**src/rtl/drive_pkg.sv**
```systemverilog
// -----------------------------------------------------------------------------
// drive_pkg
// Shared definitions for the assist target-current sequencer and the blocks
// that reuse its incline limiter (e.g. brake regeneration).
//   drive_state_e   : sequencer FSM states
//   TORQUE_MIN_DEF  : default torque dead-band offset
//   CAD_THRESH      : cadence at or below this counts as "not turning"
//   CAD_OFFSET      : offset added to cadence to form the cadence factor
//   INCLINE_OFFSET  : bias added to the saturated incline
//   INCLINE_LIM     : upper bound of the incline factor (9-bit unsigned)
// -----------------------------------------------------------------------------
package drive_pkg;

    typedef enum logic [2:0] {
        IDLE  = 3'd0,
        PREP  = 3'd1,
        MUL_S = 3'd2,
        MUL_C = 3'd3,
        MUL_I = 3'd4,
        UPD   = 3'd5
    } drive_state_e;

    localparam logic [11:0] TORQUE_MIN_DEF = 12'h380;
    localparam int          CAD_THRESH     = 1;
    localparam int          CAD_OFFSET     = 32;
    localparam int          INCLINE_OFFSET = 256;
    localparam int          INCLINE_LIM    = 511;

endpackage

```
**src/rtl/incline_limiter.sv**
```systemverilog
// -----------------------------------------------------------------------------
// incline_limiter
// Combinational incline conditioning: saturate the signed incline to a signed
// 10-bit range (-512..+511), bias it by +256, then clamp to 0..511.
//   incline     in  INCLINE_W  signed incline reading
//   incline_lim out 9          unsigned incline factor 0..511
// -----------------------------------------------------------------------------
module incline_limiter
    import drive_pkg::*;
#(
    parameter int INCLINE_W = 13
) (
    input  logic signed [INCLINE_W-1:0] incline,
    output logic        [8:0]           incline_lim
);

    // Internal width leaves headroom for the +256 bias on the saturated value.
    localparam int XW = ((INCLINE_W > 10) ? INCLINE_W : 10) + 2;

    localparam logic signed [XW-1:0] SAT_HI = XW'(INCLINE_LIM);
    localparam logic signed [XW-1:0] SAT_LO = -SAT_HI - XW'(1);
    localparam logic signed [XW-1:0] OFS    = XW'(INCLINE_OFFSET);

    logic signed [XW-1:0] inc_x;
    logic signed [XW-1:0] inc_sat;
    logic signed [XW-1:0] inc_ofs;

    always_comb begin
        inc_x = {{(XW-INCLINE_W){incline[INCLINE_W-1]}}, incline};

        if (inc_x > SAT_HI) begin
            inc_sat = SAT_HI;
        end else if (inc_x < SAT_LO) begin
            inc_sat = SAT_LO;
        end else begin
            inc_sat = inc_x;
        end

        inc_ofs = inc_sat + OFS;

        if (inc_ofs < 0) begin
            incline_lim = 9'd0;
        end else if (inc_ofs > SAT_HI) begin
            incline_lim = 9'd511;
        end else begin
            incline_lim = inc_ofs[8:0];
        end
    end

endmodule

```
**src/rtl/desired_drive_seq.sv**
```systemverilog
// -----------------------------------------------------------------------------
// desired_drive_seq
// Time-multiplexed target-current calculator. On start it captures the rider
// inputs, then forms (torque-deadband) * scale * cadence_factor * incline_lim
// with one shared multiplier over three cycles, saturates the scaled product
// and (optionally) slew-limits the registered target current.
//
//   clk, rst_n   clock, asynchronous active-low reset
//   start        one-cycle request; accepted only in IDLE
//   avg_torque   unsigned pedal torque
//   cadence      cadence count
//   not_pedaling forces target_curr to 0 on update (bypasses slew)
//   incline      signed incline
//   scale        assist level 0..7
//   target_curr  registered target current, holds between updates
//   done         one-cycle pulse when target_curr is updated
//   busy         high from the cycle after an accepted start until done
//   state_dbg    current FSM state (drive_state_e encoding)
//
// Handshake: a start seen while busy=0 is accepted at that clock edge; busy is
// high for the next five cycles; done pulses for one cycle with the new
// target_curr while busy is low again, and a start during that done cycle is
// accepted. Starts while busy are dropped.
// -----------------------------------------------------------------------------
module desired_drive_seq
    import drive_pkg::*;
#(
    parameter int                    TORQUE_W   = 12,
    parameter int                    INCLINE_W  = 13,
    parameter int                    CURR_W     = 12,
    parameter logic [TORQUE_W-1:0]   TORQUE_MIN = TORQUE_W'(TORQUE_MIN_DEF),
    parameter int                    SHIFT      = 15,
    parameter bit                    SLEW_EN    = 1'b1,
    parameter logic [CURR_W-1:0]     SLEW_STEP  = CURR_W'(12'h100)
) (
    input  logic                        clk,
    input  logic                        rst_n,
    input  logic                        start,
    input  logic [TORQUE_W-1:0]         avg_torque,
    input  logic [4:0]                  cadence,
    input  logic                        not_pedaling,
    input  logic signed [INCLINE_W-1:0] incline,
    input  logic [2:0]                  scale,
    output logic [CURR_W-1:0]           target_curr,
    output logic                        done,
    output logic                        busy,
    output logic [2:0]                  state_dbg
);

    localparam int PROD_W = TORQUE_W + 18;
    localparam int HI     = SHIFT + CURR_W;

    // Registered state
    drive_state_e                state_q, state_d;
    logic [TORQUE_W-1:0]         avg_q, avg_d;
    logic [4:0]                  cad_q, cad_d;
    logic                        np_q, np_d;
    logic signed [INCLINE_W-1:0] incl_q, incl_d;
    logic [2:0]                  scale_q, scale_d;
    logic [8:0]                  incl_lim_q, incl_lim_d;
    logic [5:0]                  cad_f_q, cad_f_d;
    logic [PROD_W-1:0]           acc_q, acc_d;
    logic [CURR_W-1:0]           tc_q, tc_d;
    logic                        done_q, done_d;
    logic                        busy_q, busy_d;

    // Combinational helpers
    logic [8:0]          incl_lim_c;
    logic [TORQUE_W-1:0] torque_pos_c;
    logic [5:0]          cad_f_c;
    logic [8:0]          mul_op;
    logic [PROD_W-1:0]   mul_res;
    logic                ovf_c;
    logic [CURR_W-1:0]   new_c;
    logic [CURR_W-1:0]   slew_c;

    incline_limiter #(
        .INCLINE_W (INCLINE_W)
    ) u_incline_limiter (
        .incline     (incl_q),
        .incline_lim (incl_lim_c)
    );

    // Operand preparation from the captured inputs
    always_comb begin
        torque_pos_c = (avg_q > TORQUE_MIN) ? (avg_q - TORQUE_MIN) : '0;
        cad_f_c      = (cad_q > 5'(CAD_THRESH)) ? ({1'b0, cad_q} + 6'(CAD_OFFSET)) : 6'd0;
    end

    // Shared multiplier: the second operand is chosen by the current phase.
    always_comb begin
        case (state_q)
            MUL_S:   mul_op = {6'd0, scale_q};
            MUL_C:   mul_op = {3'd0, cad_f_q};
            MUL_I:   mul_op = incl_lim_q;
            default: mul_op = 9'd0;
        endcase
        mul_res = acc_q * PROD_W'(mul_op);
    end

    // Saturate the scaled product, then compute the slew-limited step.
    always_comb begin
        ovf_c = |acc_q[PROD_W-1:HI];
        new_c = ovf_c ? '1 : acc_q[HI-1:SHIFT];

        if (new_c > tc_q) begin
            slew_c = ((new_c - tc_q) > SLEW_STEP) ? (tc_q + SLEW_STEP) : new_c;
        end else begin
            slew_c = ((tc_q - new_c) > SLEW_STEP) ? (tc_q - SLEW_STEP) : new_c;
        end
    end

    // Next-state logic
    always_comb begin
        state_d    = state_q;
        avg_d      = avg_q;
        cad_d      = cad_q;
        np_d       = np_q;
        incl_d     = incl_q;
        scale_d    = scale_q;
        incl_lim_d = incl_lim_q;
        cad_f_d    = cad_f_q;
        acc_d      = acc_q;
        tc_d       = tc_q;
        done_d     = 1'b0;
        busy_d     = busy_q;

        case (state_q)
            IDLE: begin
                if (start) begin
                    avg_d   = avg_torque;
                    cad_d   = cadence;
                    np_d    = not_pedaling;
                    incl_d  = incline;
                    scale_d = scale;
                    busy_d  = 1'b1;
                    state_d = PREP;
                end
            end
            PREP: begin
                incl_lim_d = incl_lim_c;
                cad_f_d    = cad_f_c;
                acc_d      = PROD_W'(torque_pos_c);
                state_d    = MUL_S;
            end
            MUL_S: begin
                acc_d   = mul_res;
                state_d = MUL_C;
            end
            MUL_C: begin
                acc_d   = mul_res;
                state_d = MUL_I;
            end
            MUL_I: begin
                acc_d   = mul_res;
                state_d = UPD;
            end
            UPD: begin
                // Safety cut: not pedaling drops the current at once.
                if (np_q) begin
                    tc_d = '0;
                end else if (SLEW_EN) begin
                    tc_d = slew_c;
                end else begin
                    tc_d = new_c;
                end
                done_d  = 1'b1;
                busy_d  = 1'b0;
                state_d = IDLE;
            end
            default: begin
                busy_d  = 1'b0;
                state_d = IDLE;
            end
        endcase
    end

    always_ff @(posedge clk or negedge rst_n) begin
        if (!rst_n) begin
            state_q    <= IDLE;
            avg_q      <= '0;
            cad_q      <= '0;
            np_q       <= 1'b0;
            incl_q     <= '0;
            scale_q    <= '0;
            incl_lim_q <= '0;
            cad_f_q    <= '0;
            acc_q      <= '0;
            tc_q       <= '0;
            done_q     <= 1'b0;
            busy_q     <= 1'b0;
        end else begin
            state_q    <= state_d;
            avg_q      <= avg_d;
            cad_q      <= cad_d;
            np_q       <= np_d;
            incl_q     <= incl_d;
            scale_q    <= scale_d;
            incl_lim_q <= incl_lim_d;
            cad_f_q    <= cad_f_d;
            acc_q      <= acc_d;
            tc_q       <= tc_d;
            done_q     <= done_d;
            busy_q     <= busy_d;
        end
    end

    assign target_curr = tc_q;
    assign done        = done_q;
    assign busy        = busy_q;
    assign state_dbg   = state_q;

endmodule

```
**config.mk**
```make
export PLATFORM = sky130hd
export DESIGN_NAME = desired_drive_seq
export DESIGN_NICKNAME = d
export VERILOG_FILES = /design/src/rtl/drive_pkg.sv /design/src/rtl/incline_limiter.sv /design/src/rtl/desired_drive_seq.sv
export SDC_FILE = /design/constraint.sdc
export NUM_CORES = 1
export LEC_CHECK = 0
export ABC_CLOCK_PERIOD_IN_PS = 10200
export BUFFER_PORTS_ARGS = -buffer_cell sky130_fd_sc_hd__buf_2
export CORE_MARGIN = 8
export CORE_UTILIZATION = 45
export DETAILED_ROUTE_END_ITERATION = 12
export PLACE_DENSITY = 0.66
export SLEW_MARGIN = 20
export SYNTH_ARGS = -nofsm -noshare
export SYNTH_HDL_FRONTEND = slang
export SYNTH_HIERARCHICAL = 1
export SYNTH_SLANG_ARGS = --single-unit
```
**constraint.sdc**
```tcl
create_clock -name clk -period 10.2 [get_ports clk]
set_input_delay 0 -clock clk [delete_from_list [all_inputs] [get_ports clk]]
set_output_delay 0 -clock clk [all_outputs]
set_load 0.02 [all_outputs]
```
== Word level (Yosys, flattened, before mapping) ==
Cells that the tools add are included.

* Register bits after elaboration: 96
* Input bits: 37
* Output and inout bits: 17
* Logic and storage cells: 61

* Add/sub/neg operators: 7
* Bitwise operators: 1
* Multiplexer cells: 18
* Multipliers: 1
* Eq/ne operators: 6
* Reduce and logical (&&, ||, !) cells: 7
* Magnitude comparators: 9

{| class="wikitable"
|+ Operators by type and width
! operator !! count
|-
| $mux 12 || 6
|-
| $pmux 30 s2 || 1
|-
| $mul 30x9->30 || 1
|-
| $mux 15 || 2
|-
| $pmux 9 s3 || 1
|-
| $gt 12x9->1 const B || 2
|-
| $sub 12x12->12 || 2
|-
| $mux 9 || 2
|-
| $add 15x10->15 const B || 1
|-
| $gt 15x10->1 const B || 1
|-
| $lt 15x1->1 const B || 1
|-
| $pmux 3 s5 || 1
|-
| $gt 13x10->1 const B || 1
|-
| $lt 13x10->1 const B || 1
|-
| $add 12x9->12 const B || 1
|-
| $gt 12x10->1 const B || 1
|-
| $gt 12x12->1 || 1
|-
| $sub 12x10->12 const B || 1
|-
| $sub 12x9->12 const B || 1
|-
| $add 5x6->6 const B || 1
|-
| $eq 3x2->1 const B || 2
|-
| $eq 3x3->1 const B || 2
|-
| $mux 6 || 1
|-
| $reduce_or 3->1 || 2
|-
| other kinds (11) || 13
|}

== Longest topological paths before layout ==
Gate-level depths: netlist of the first run.

* Depth in word-level cells: 7
* Depth in mapped cells: 26
* Depth with buffers taken out: 22

== By module ==
Netlist of the first run, hierarchy kept.

{| class="wikitable"
|+ By module, submodules not included
! module !! seq. area each (um^2) !! cells each !! instances !! area each (um^2)
|-
| desired_drive_seq || 2402.3 || 1313 || 1 || 12055.3
|-
| incline_limiter || 0.0 || 56 || 1 || 376.6
|}

== Least setup slack after synthesis of the first run ==
OpenSTA, ideal clock, no wires.

* Path kind: register -> register
* From: register state_q[1], in the netlist state_dbg[1]
* To: register acc_q[23]
* Required time: 10.117 ns
* Setup time: 0.083 ns
* Arrival: 6.231 ns
* Path buffers: 4
* Clock period less this slack: 6.313 ns
* Cell stages (with the launch flop): 25
* Path slack: 3.887 ns
* Path through: dfrtp_1 > clkbuf_1 > nor3b_2 > buf_2 > nand2_1 > o21ai_0 > clkbuf_1 > buf_1 > nand2_1 > fa_1 > inv_1 > fa_1 > fa_1 > inv_1 > fa_1 > inv_1 > ha_1 > a21oi_1 > and3_1 > a31oi_1 > a221o_1 > a2111oi_0 > o41ai_1 > xnor2_1 > o21ai_0

* Cells in the longest elaborated chain, start to end: 4
* Elaborated cells between the ends (all ways): 9
* Those cells by class: 1 x mul; 4 x eq/ne; 2 x mux; 2 x reduce/logical

{| class="wikitable"
|+ Ends and longest elaborated chain
! item !! line !! text
|-
| from (decl) || desired_drive_seq.sv:54 || <nowiki>drive_state_e state_q, state_d;</nowiki>
|-
| from (signal assigned) || desired_drive_seq.sv:193 || <nowiki>state_q <= state_d;</nowiki>
|-
| $eq 3x3->1 or $eq 3x2->1 (tied branches) || desired_drive_seq.sv:92, desired_drive_seq.sv:128 ||
|-
| $pmux 9 s3 || desired_drive_seq.sv:92 || <nowiki>case (state_q)</nowiki>
|-
| $mul 30x9->30 || desired_drive_seq.sv:98 || <nowiki>mul_res = acc_q * PROD_W'(mul_op);</nowiki>
|-
| $pmux 30 s2 || desired_drive_seq.sv:128 || <nowiki>case (state_q)</nowiki>
|-
| to (signal assigned) || desired_drive_seq.sv:188 || <nowiki>acc_q <= '0;</nowiki>
|-
| to (signal assigned) || desired_drive_seq.sv:201 || <nowiki>acc_q <= acc_d;</nowiki>
|-
| to (decl) || desired_drive_seq.sv:62 || <nowiki>logic [PROD_W-1:0] acc_q, acc_d;</nowiki>
|}

Parallel ways exist; a longest one is shown, timed or not.
A chain may end at the register's enable or synchronous reset.

== Final worst setup path of the first run ==
* From: register state_q[0], in the netlist state_dbg[0]
* To: register acc_q[28]

The elaborated chain is that of the path after synthesis.

==> impl_metrics.ini, run 1 <==
[outcome]
result_of_the_run = completed

[placement]
count_of_input_and_output_buffers = 53
hpwl_microns = 22400
dpl-instance-area_sq_um = 12900
place.gp.congestion = 0.861

[pwr]
internal_power_mw = 2.19
comb_power_share = 0.746
power-per-cell-area_nw_per_um2 = 348
vdd.ir_drop.worst_uv = 328
power.static_leakage_nw = 6.76
p_sw_frac = 0.538
pwr-share-seq = 0.177
clkPwrFrac = 0.076
p_switching_mw = 2.54

[global_route]
grt_antenna_before_repair = 0
grt_pass1_wl_microns = 50100
maximum_number_of_pins_on_one_net_before_global_route_repair = 74
first_global_vias = 9795
groute.usage.overall = 0.183
grt.overflow.total = 0

[die]
floorplan.initialDensity = 0.452
std_cell_rows = 61
pin_count = 54
die_y_microns = 182
die_x_microns = 182
die_area_sq_um = 33200
design.core.area_sq_um = 27500

[sta]
finalSetupViolCount = 0
drv_slew = 0
worstMarginPinSlew_ps = 945
slew_headroom = 0.367
timing.final.crit_period_ps = 6870
layout_worst_path_cycle_share = 0.674
setup_total_negative_slack_ps = 0
rsz_0062_raised_after_global_routing = no
hold_violations = 0
fin_worst_skew_ps = 12.7
maximum_frequency_from_static_timing_analysis_mhz = 146

[finish]
finalCoreUtilization = 0.495
layout.nets = 1673
ratio_of_cells_with_drive_above_1_in_the_final_layout = 0.108
postLayoutCellArea_sq_um = 13600
areaGrowthSynthToFinish_pct = 9.46
antenna_cells_inserted = 0

[drt]
wl_per_cell_microns = 16.9
highest_signal_layer_in_the_routed_design = met4
met3WireLength_microns = 1200
drt_pre_antenna_iters = 5
drtAntennaViolNets = 0
routed-wl-met2_microns = 14300
remaining_drc_errors = 0
viasPerCell = 5.40
wl_met1_microns = 13700
drt_wl_total_microns = 29600
1st_iter_drt_viols = 546
vias = 9474

[worst_setup_path]
criticalPathCategory = reg2reg
worst_path_max_delay_cell = sky130_fd_sc_hd__dfrtp_1
timing.critical_path.to_type = flop
critical-path-max-stage-delay_ps = 560
top_cell_family_by_delay_on_the_critical_path = adder cells
crit_chain = nor3b_4 > buf_4 > nand2_1 > o21ai_2 > buf_4 > nand2_1 > fa_1 > inv_1 > ha_1 > ha_1 > inv_1 > fa_1 > inv_1 > ha_1 > fa_1 > a21oi_1 > nor3_1 > nor2_1 > a2111oi_0 > or3_1 > a21oi_1 > o21ai_0 > xnor2_1 > o21ai_0
critPathMaxFanout = 70
critical_path_buf_inv_count = 5
worst_ep_required_time_ps = 10410
cp-start-kind = flop
crit_arrival_ps = 7080

[clock_network]
cts_buffers = 9
clock_tree.htree_level_count = 3
cts.repair.resized = 0
max-clock-path-buffers = 2
clkSlewWorstSetupHoldPaths_ps = 80
worst_skew_pair_latency_ps = 370
tritoncts_clock_tree = built
cts.sink_count = 96
hold_bufs_inserted_after_cts = 36
cts_root_buffer = sky130_fd_sc_hd__clkbuf_16
post-cts-setup-buffers = 0

[worst_hold_path]
worstHoldPathType = in2async

[synthesis]
yosysTopAreaCellShare = 0.267
synth.cell_area_sq_um = 12400
synth_cell_types = 79
seq_area_frac_synth = 0.193
ys_ff_latch = 96
synthesis.yosys.warnings = 6
yosys_most_used_dff = sky130_fd_sc_hd__dfrtp_1
syn-instance-count = 1369
async_flop_share = 1.00
post-synth-top-area-cell = sky130_fd_sc_hd__fa_1
number_of_enable_type_register_cells_in_the_synthesized_netlist = 0
synth_commonest_cells = sky130_fd_sc_hd__inv_1 (224), sky130_fd_sc_hd__fa_1 (166), sky130_fd_sc_hd__nand2_1 (126)
ys_top_cells_by_area = sky130_fd_sc_hd__fa_1 (27%), sky130_fd_sc_hd__dfrtp_1 (19%), sky130_fd_sc_hd__inv_1 (6.8%), sky130_fd_sc_hd__ha_1 (6.7%), sky130_fd_sc_hd__mux2_2 (4.3%)
synth.most_common_cell = sky130_fd_sc_hd__inv_1
synth_area_per_cell_sq_um = 9.08
synth.net_count = 1639

[flow_run]
drv_cap = 0
[final cells by class]
cell class,count,area [sq um]
timing repair buffer,100,711
fill,2528,13900
tap,346,433
clock inverter,7,73.8
clock buffer,9,225
inverter,224,841
sequential,96,2400
multi-input combinational,972,8920
[power groups by stage]
stage          clock network [mW]  logic, mW  registers [mW]
5_1_grt                     0.383       3.98           0.870
2_1_floorplan                   0       2.87           0.691
4_1_cts                     0.369       3.53           0.838
6_report                    0.361       3.53           0.839
3_5_place_dp                    0       3.50           0.846
3_3_place_gp                    0       3.41           0.839
[state kept, by name (all words and copies together), names as in the netlist, 3 cells and up]
| register | cells |
|---|---|
| acc_q | 30 |
| incl_q | 13 |
| avg_q | 12 |
| target_curr | 12 |
| incl_lim_q | 9 |
| cad_f_q | 6 |
| cad_q | 5 |
| scale_q | 3 |
| state_dbg | 3 |
[logic make-up (layout without fill, tap and decap cells)]
family | after synthesis | in the layout | synth area share
adders and majority gates | 233 | 233 | 0.335
buffers and inverters | 301 | 340 | 0.0922
muxes | 56 | 56 | 0.0502
DFF | 96 | 96 | 0.193
xor gates and xnor gates | 50 | 50 | 0.0352
AOI/OAI and AO/OA | 202 | 202 | 0.111
and+or+nand+nor | 431 | 431 | 0.183
[per-layer routing]
layer / up-vias / GRT usage
met1: 4755 / 0.249
li1: 4502 / -
met5: - / 0
met4: 0 / 0.0400
met2: 193 / 0.309
met3: 24 / 0.0245
[layout by cell type (no fill, tap or decap), types with 42 or more instances in the layout]
cell                      instances
sky130_fd_sc_hd__inv_1          224
sky130_fd_sc_hd__buf_2           52
sky130_fd_sc_hd__fa_1           166
sky130_fd_sc_hd__o21ai_0         43
sky130_fd_sc_hd__ha_1            67
sky130_fd_sc_hd__nand2_1        126
sky130_fd_sc_hd__nor2b_1         79
sky130_fd_sc_hd__mux2_2          47
sky130_fd_sc_hd__nor2_1          42
sky130_fd_sc_hd__and3_1          67
sky130_fd_sc_hd__a21oi_1         49
sky130_fd_sc_hd__dfrtp_1         96
[worst paths after layout]
kind,from,endpoint,slack (ps),depth (start not counted)
setup / recovery,state_dbg[0]$_DFFE_PN0N_,acc_q[28]$_DFFE_PN0P_,3330,24
hold reg to reg,cad_q[0]$_DFFE_PN0P_,cad_f_q[0]$_DFFE_PN0P_,490,1
max in group asynchronous,rst_n,acc_q[19]$_DFFE_PN0P_,8880,3
setup reg to reg,state_dbg[0]$_DFFE_PN0N_,acc_q[28]$_DFFE_PN0P_,3330,24
min in group clk,avg_torque[7],avg_q[7]$_DFFE_PN0P_,380,4
hold / removal,rst_n,acc_q[5]$_DFFE_PN0P_,60,2
[metrics by stage]
stage	hold slack, ps	worst slack, ps	std cells	power, mW
finish	62.0	3330	1754	4.73
global route	95.6	2900	1754	5.23
CTS	65.8	3390	1754	4.73
detailed placement	-79.6	3430	1702	4.35
global placement	-79.2	3540	1702	4.25
floorplan	-296	3890	1369	3.56
No activity file was read; power rests on OpenSTA's default activity.
==> run 2, diff against run 1 <==
--- a/config.mk
+++ b/config.mk
@@ -5,12 +5,13 @@
 export SDC_FILE = /design/constraint.sdc
 export NUM_CORES = 1
 export LEC_CHECK = 0
-export ABC_CLOCK_PERIOD_IN_PS = 10200
+export ABC_AREA = 1
+export ABC_CLOCK_PERIOD_IN_PS = 6000
 export BUFFER_PORTS_ARGS = -buffer_cell sky130_fd_sc_hd__buf_2
 export CORE_MARGIN = 8
 export CORE_UTILIZATION = 45
 export DETAILED_ROUTE_END_ITERATION = 12
-export PLACE_DENSITY = 0.66
+export PLACE_DENSITY = 0.69
 export SLEW_MARGIN = 20
 export SYNTH_ARGS = -nofsm -noshare
 export SYNTH_HDL_FRONTEND = slang
==> constraint.sdc (replaced) <==
create_clock -name clk -period 6 [get_ports clk]
set_input_delay 0 -clock clk [delete_from_list [all_inputs] [get_ports clk]]
set_output_delay 0 -clock clk [all_outputs]
set_load 0.02 [all_outputs]
==> impl_metrics.ini, run 2 <==
[global_route]
groute.usage.overall = 0.219
grt_antenna_before_repair = 0
first_global_vias = 11700
maximum_number_of_pins_on_one_net_before_global_route_repair = 68
grt_pass1_wl_microns = 59700
grt.overflow.total = 0

[placement]
hpwl_microns = 28900
count_of_input_and_output_buffers = 53
place.gp.congestion = 0.971

[clock_network]
worst_skew_pair_latency_ps = 370
clock_tree.htree_level_count = 3
cts_buffers = 9
max-clock-path-buffers = 2
cts.sink_count = 96
cts_root_buffer = sky130_fd_sc_hd__clkbuf_16
clkSlewWorstSetupHoldPaths_ps = 70
tritoncts_clock_tree = built

[synthesis]
number_of_enable_type_register_cells_in_the_synthesized_netlist = 0
synth_area_per_cell_sq_um = 7.50
ys_ff_latch = 96
synth.net_count = 2004
seq_area_frac_synth = 0.185
synthesis.yosys.warnings = 6
synth_cell_types = 55
synth.most_common_cell = sky130_fd_sc_hd__nand2_1
synth.cell_area_sq_um = 13000
post-synth-top-area-cell = sky130_fd_sc_hd__fa_1
yosysTopAreaCellShare = 0.255
syn-instance-count = 1734
async_flop_share = 1.00
yosys_most_used_dff = sky130_fd_sc_hd__dfrtp_1
synth_commonest_cells = sky130_fd_sc_hd__nand2_1 (383), sky130_fd_sc_hd__inv_1 (365), sky130_fd_sc_hd__nor2_1 (201)
ys_top_cells_by_area = sky130_fd_sc_hd__fa_1 (26%), sky130_fd_sc_hd__dfrtp_1 (18%), sky130_fd_sc_hd__nand2_1 (11%), sky130_fd_sc_hd__inv_1 (11%), sky130_fd_sc_hd__ha_1 (6.4%)

[worst_setup_path]
cp-start-kind = flop
critPathMaxFanout = 14
timing.critical_path.to_type = flop
worst_path_max_delay_cell = sky130_fd_sc_hd__fa_1
top_cell_family_by_delay_on_the_critical_path = adder cells
critical-path-max-stage-delay_ps = 550
cell_type_with_the_highest_occurrence_count_on_the_critical_path = sky130_fd_sc_hd__inv_1
worst_ep_required_time_ps = 6230
criticalPathCategory = reg2reg
critical_path_buf_inv_count = 6
crit_chain = nor2_8 > nand3_1 > nand2_1 > inv_1 > buf_4 > nor2_1 > fa_1 > fa_1 > fa_1 > inv_1 > fa_1 > inv_1 > ha_1 > inv_1 > o21ai_0 > inv_1 > o21ai_0 > a21oi_1 > o21ai_1 > a21oi_1 > or2_0 > nand3_1 > o21ai_0
crit_arrival_ps = 5980

[drt]
remaining_drc_errors = 0
drt_pre_antenna_iters = 6
wl_per_cell_microns = 16.5
viasPerCell = 5.21
drt_wl_total_microns = 36200
drtAntennaViolNets = 0
vias = 11400
1st_iter_drt_viols = 841

[finish]
final_common_cell = sky130_fd_sc_hd__nand2_1
antenna_cells_inserted = 0
areaGrowthSynthToFinish_pct = 10.4
reg_top3 = acc_q (30), incl_q (13)
final.fill_count = 2702
mostFrequentLayoutCells = sky130_fd_sc_hd__nand2_1 (383), sky130_fd_sc_hd__inv_1 (365), sky130_fd_sc_hd__nor2_1 (200), sky130_fd_sc_hd__fa_1 (166), sky130_fd_sc_hd__nand3_1 (109)
register_ranked_first_by_flip_flop_count = acc_q
ratio_of_cells_with_drive_above_1_in_the_final_layout = 0.105
largest_register_ffs = 30
layout.nets = 2077

[sta]
worstMarginPinSlew_ps = 1010
timing.final.crit_period_ps = 5750
slew_headroom = 0.323
setup_total_negative_slack_ps = 0
fin_worst_skew_ps = 20.0
hold_violations = 0
finalSetupViolCount = 0
rsz_0062_raised_after_global_routing = no
maximum_frequency_from_static_timing_analysis_mhz = 174
layout_worst_path_cycle_share = 0.959
drv_slew = 0

[outcome]
result_of_the_run = completed

[flow_run]
drv_cap = 0

[die]
die_area_sq_um = 34600
die_y_microns = 186
die_x_microns = 186
floorplan.initialDensity = 0.454
std_cell_rows = 62
design.core.area_sq_um = 28600
pin_count = 54

[worst_hold_path]
worstHoldPathType = in2async
run 2: cell types whose count changed after synthesis, moves of 14 or more:
cell / before / now
sky130_fd_sc_hd__a21o_1: 19 / 3
sky130_fd_sc_hd__and2_1: 14 / 0
sky130_fd_sc_hd__and3_1: 67 / 1
sky130_fd_sc_hd__clkbuf_1: 59 / 20
sky130_fd_sc_hd__inv_1: 224 / 365
sky130_fd_sc_hd__mux2_2: 47 / 26
sky130_fd_sc_hd__nand2_1: 126 / 383
sky130_fd_sc_hd__nand2_2: 1 / 21
sky130_fd_sc_hd__nand3_1: 30 / 110
sky130_fd_sc_hd__nor2_1: 42 / 201
sky130_fd_sc_hd__nor2b_1: 80 / 0
sky130_fd_sc_hd__xnor2_1: 32 / 5
run 2: path summary, 6_finish.rpt:
path / cells after the start / end / from / slack (ps)
worst min register to register: 2 / incl_lim_q[2]$_DFFE_PN0P_ / incl_lim_q[2]$_DFFE_PN0P_ / 490
max in group asynchronous: 3 / state_dbg[1]$_DFFE_PN0N_ / rst_n / 4560
min in group clk: 3 / incl_q[3]$_DFFE_PN0P_ / incline[3] / 390
worst min-delay path: 2 / incl_q[2]$_DFFE_PN0P_ / rst_n / 130
worst max register to register: 23 / acc_q[22]$_DFFE_PN0P_ / state_dbg[1]$_DFFE_PN0N_ / 250
worst max-delay path: 23 / acc_q[22]$_DFFE_PN0P_ / state_dbg[1]$_DFFE_PN0N_ / 250
run 2: cells by family after synthesis:
logic type | share of synthesized area
simple gates | 0.267
buf+inv | 0.129
fa+ha+maj | 0.320
compound gates | 0.0635
flops | 0.185
mux | 0.0225
xor+xnor | 0.0140
run 2: timing repair:
item	CTS	global route
hold endpoints to repair	64	0
endpoints found under the setup margin	0	11
gates resized for setup	0	6
hold buffers	36	0
buffers inserted	0	0
run 2: final cells by class:
cell class / count / area, sq um / share of cell area
clock inverters: 6 / 51.3 / 0.00357
flip-flops and latches: 96 / 2410 / 0.168
inverters: 376 / 1410 / 0.0983
repair buffers: 110 / 823 / 0.0573
well taps: 384 / 480 / 0.0335
clock buffers: 10 / 239 / 0.0166
multi-input cells: 1214 / 8950 / 0.623
run 2: per-layer routing:
metal	GRT usage	part of all wire	vias up
met5	0	0	-
met4	0.0715	0.023	0
met2	0.365	0.47	424
met3	0.0381	0.072	60
li1	-	-	5397
met1	0.285	0.43	5555
run 2: stage by stage:
stage               hold slack, ps  setup slack, ps  std cells   util  instance area [sq um]
CTS                            137             19.0       2196  0.501                  14300
global route                   169            0.424       2196  0.502                  14400
detailed placement           -10.4             62.8       2144  0.478                  13700
floorplan                     -296              690       1734      -                  13000
global placement             -12.6             94.6       2144  0.478                  13700
finish                         131              246       2196  0.502                  14400
run 2: worst register-to-register path: cells and delay by family, from the launching register on:
family | cells | cell delay (ps)
fa+ha+maj | 5 | 2330
flops | 1 | 530
simple gates | 6 | 1060
compound gates | 6 | 1000
buf+inv | 6 | 700
Power of run 2 is left out: the tool's default activity adds up to more than one toggle a clock period on the data nets, which glitch-free logic cannot reach.
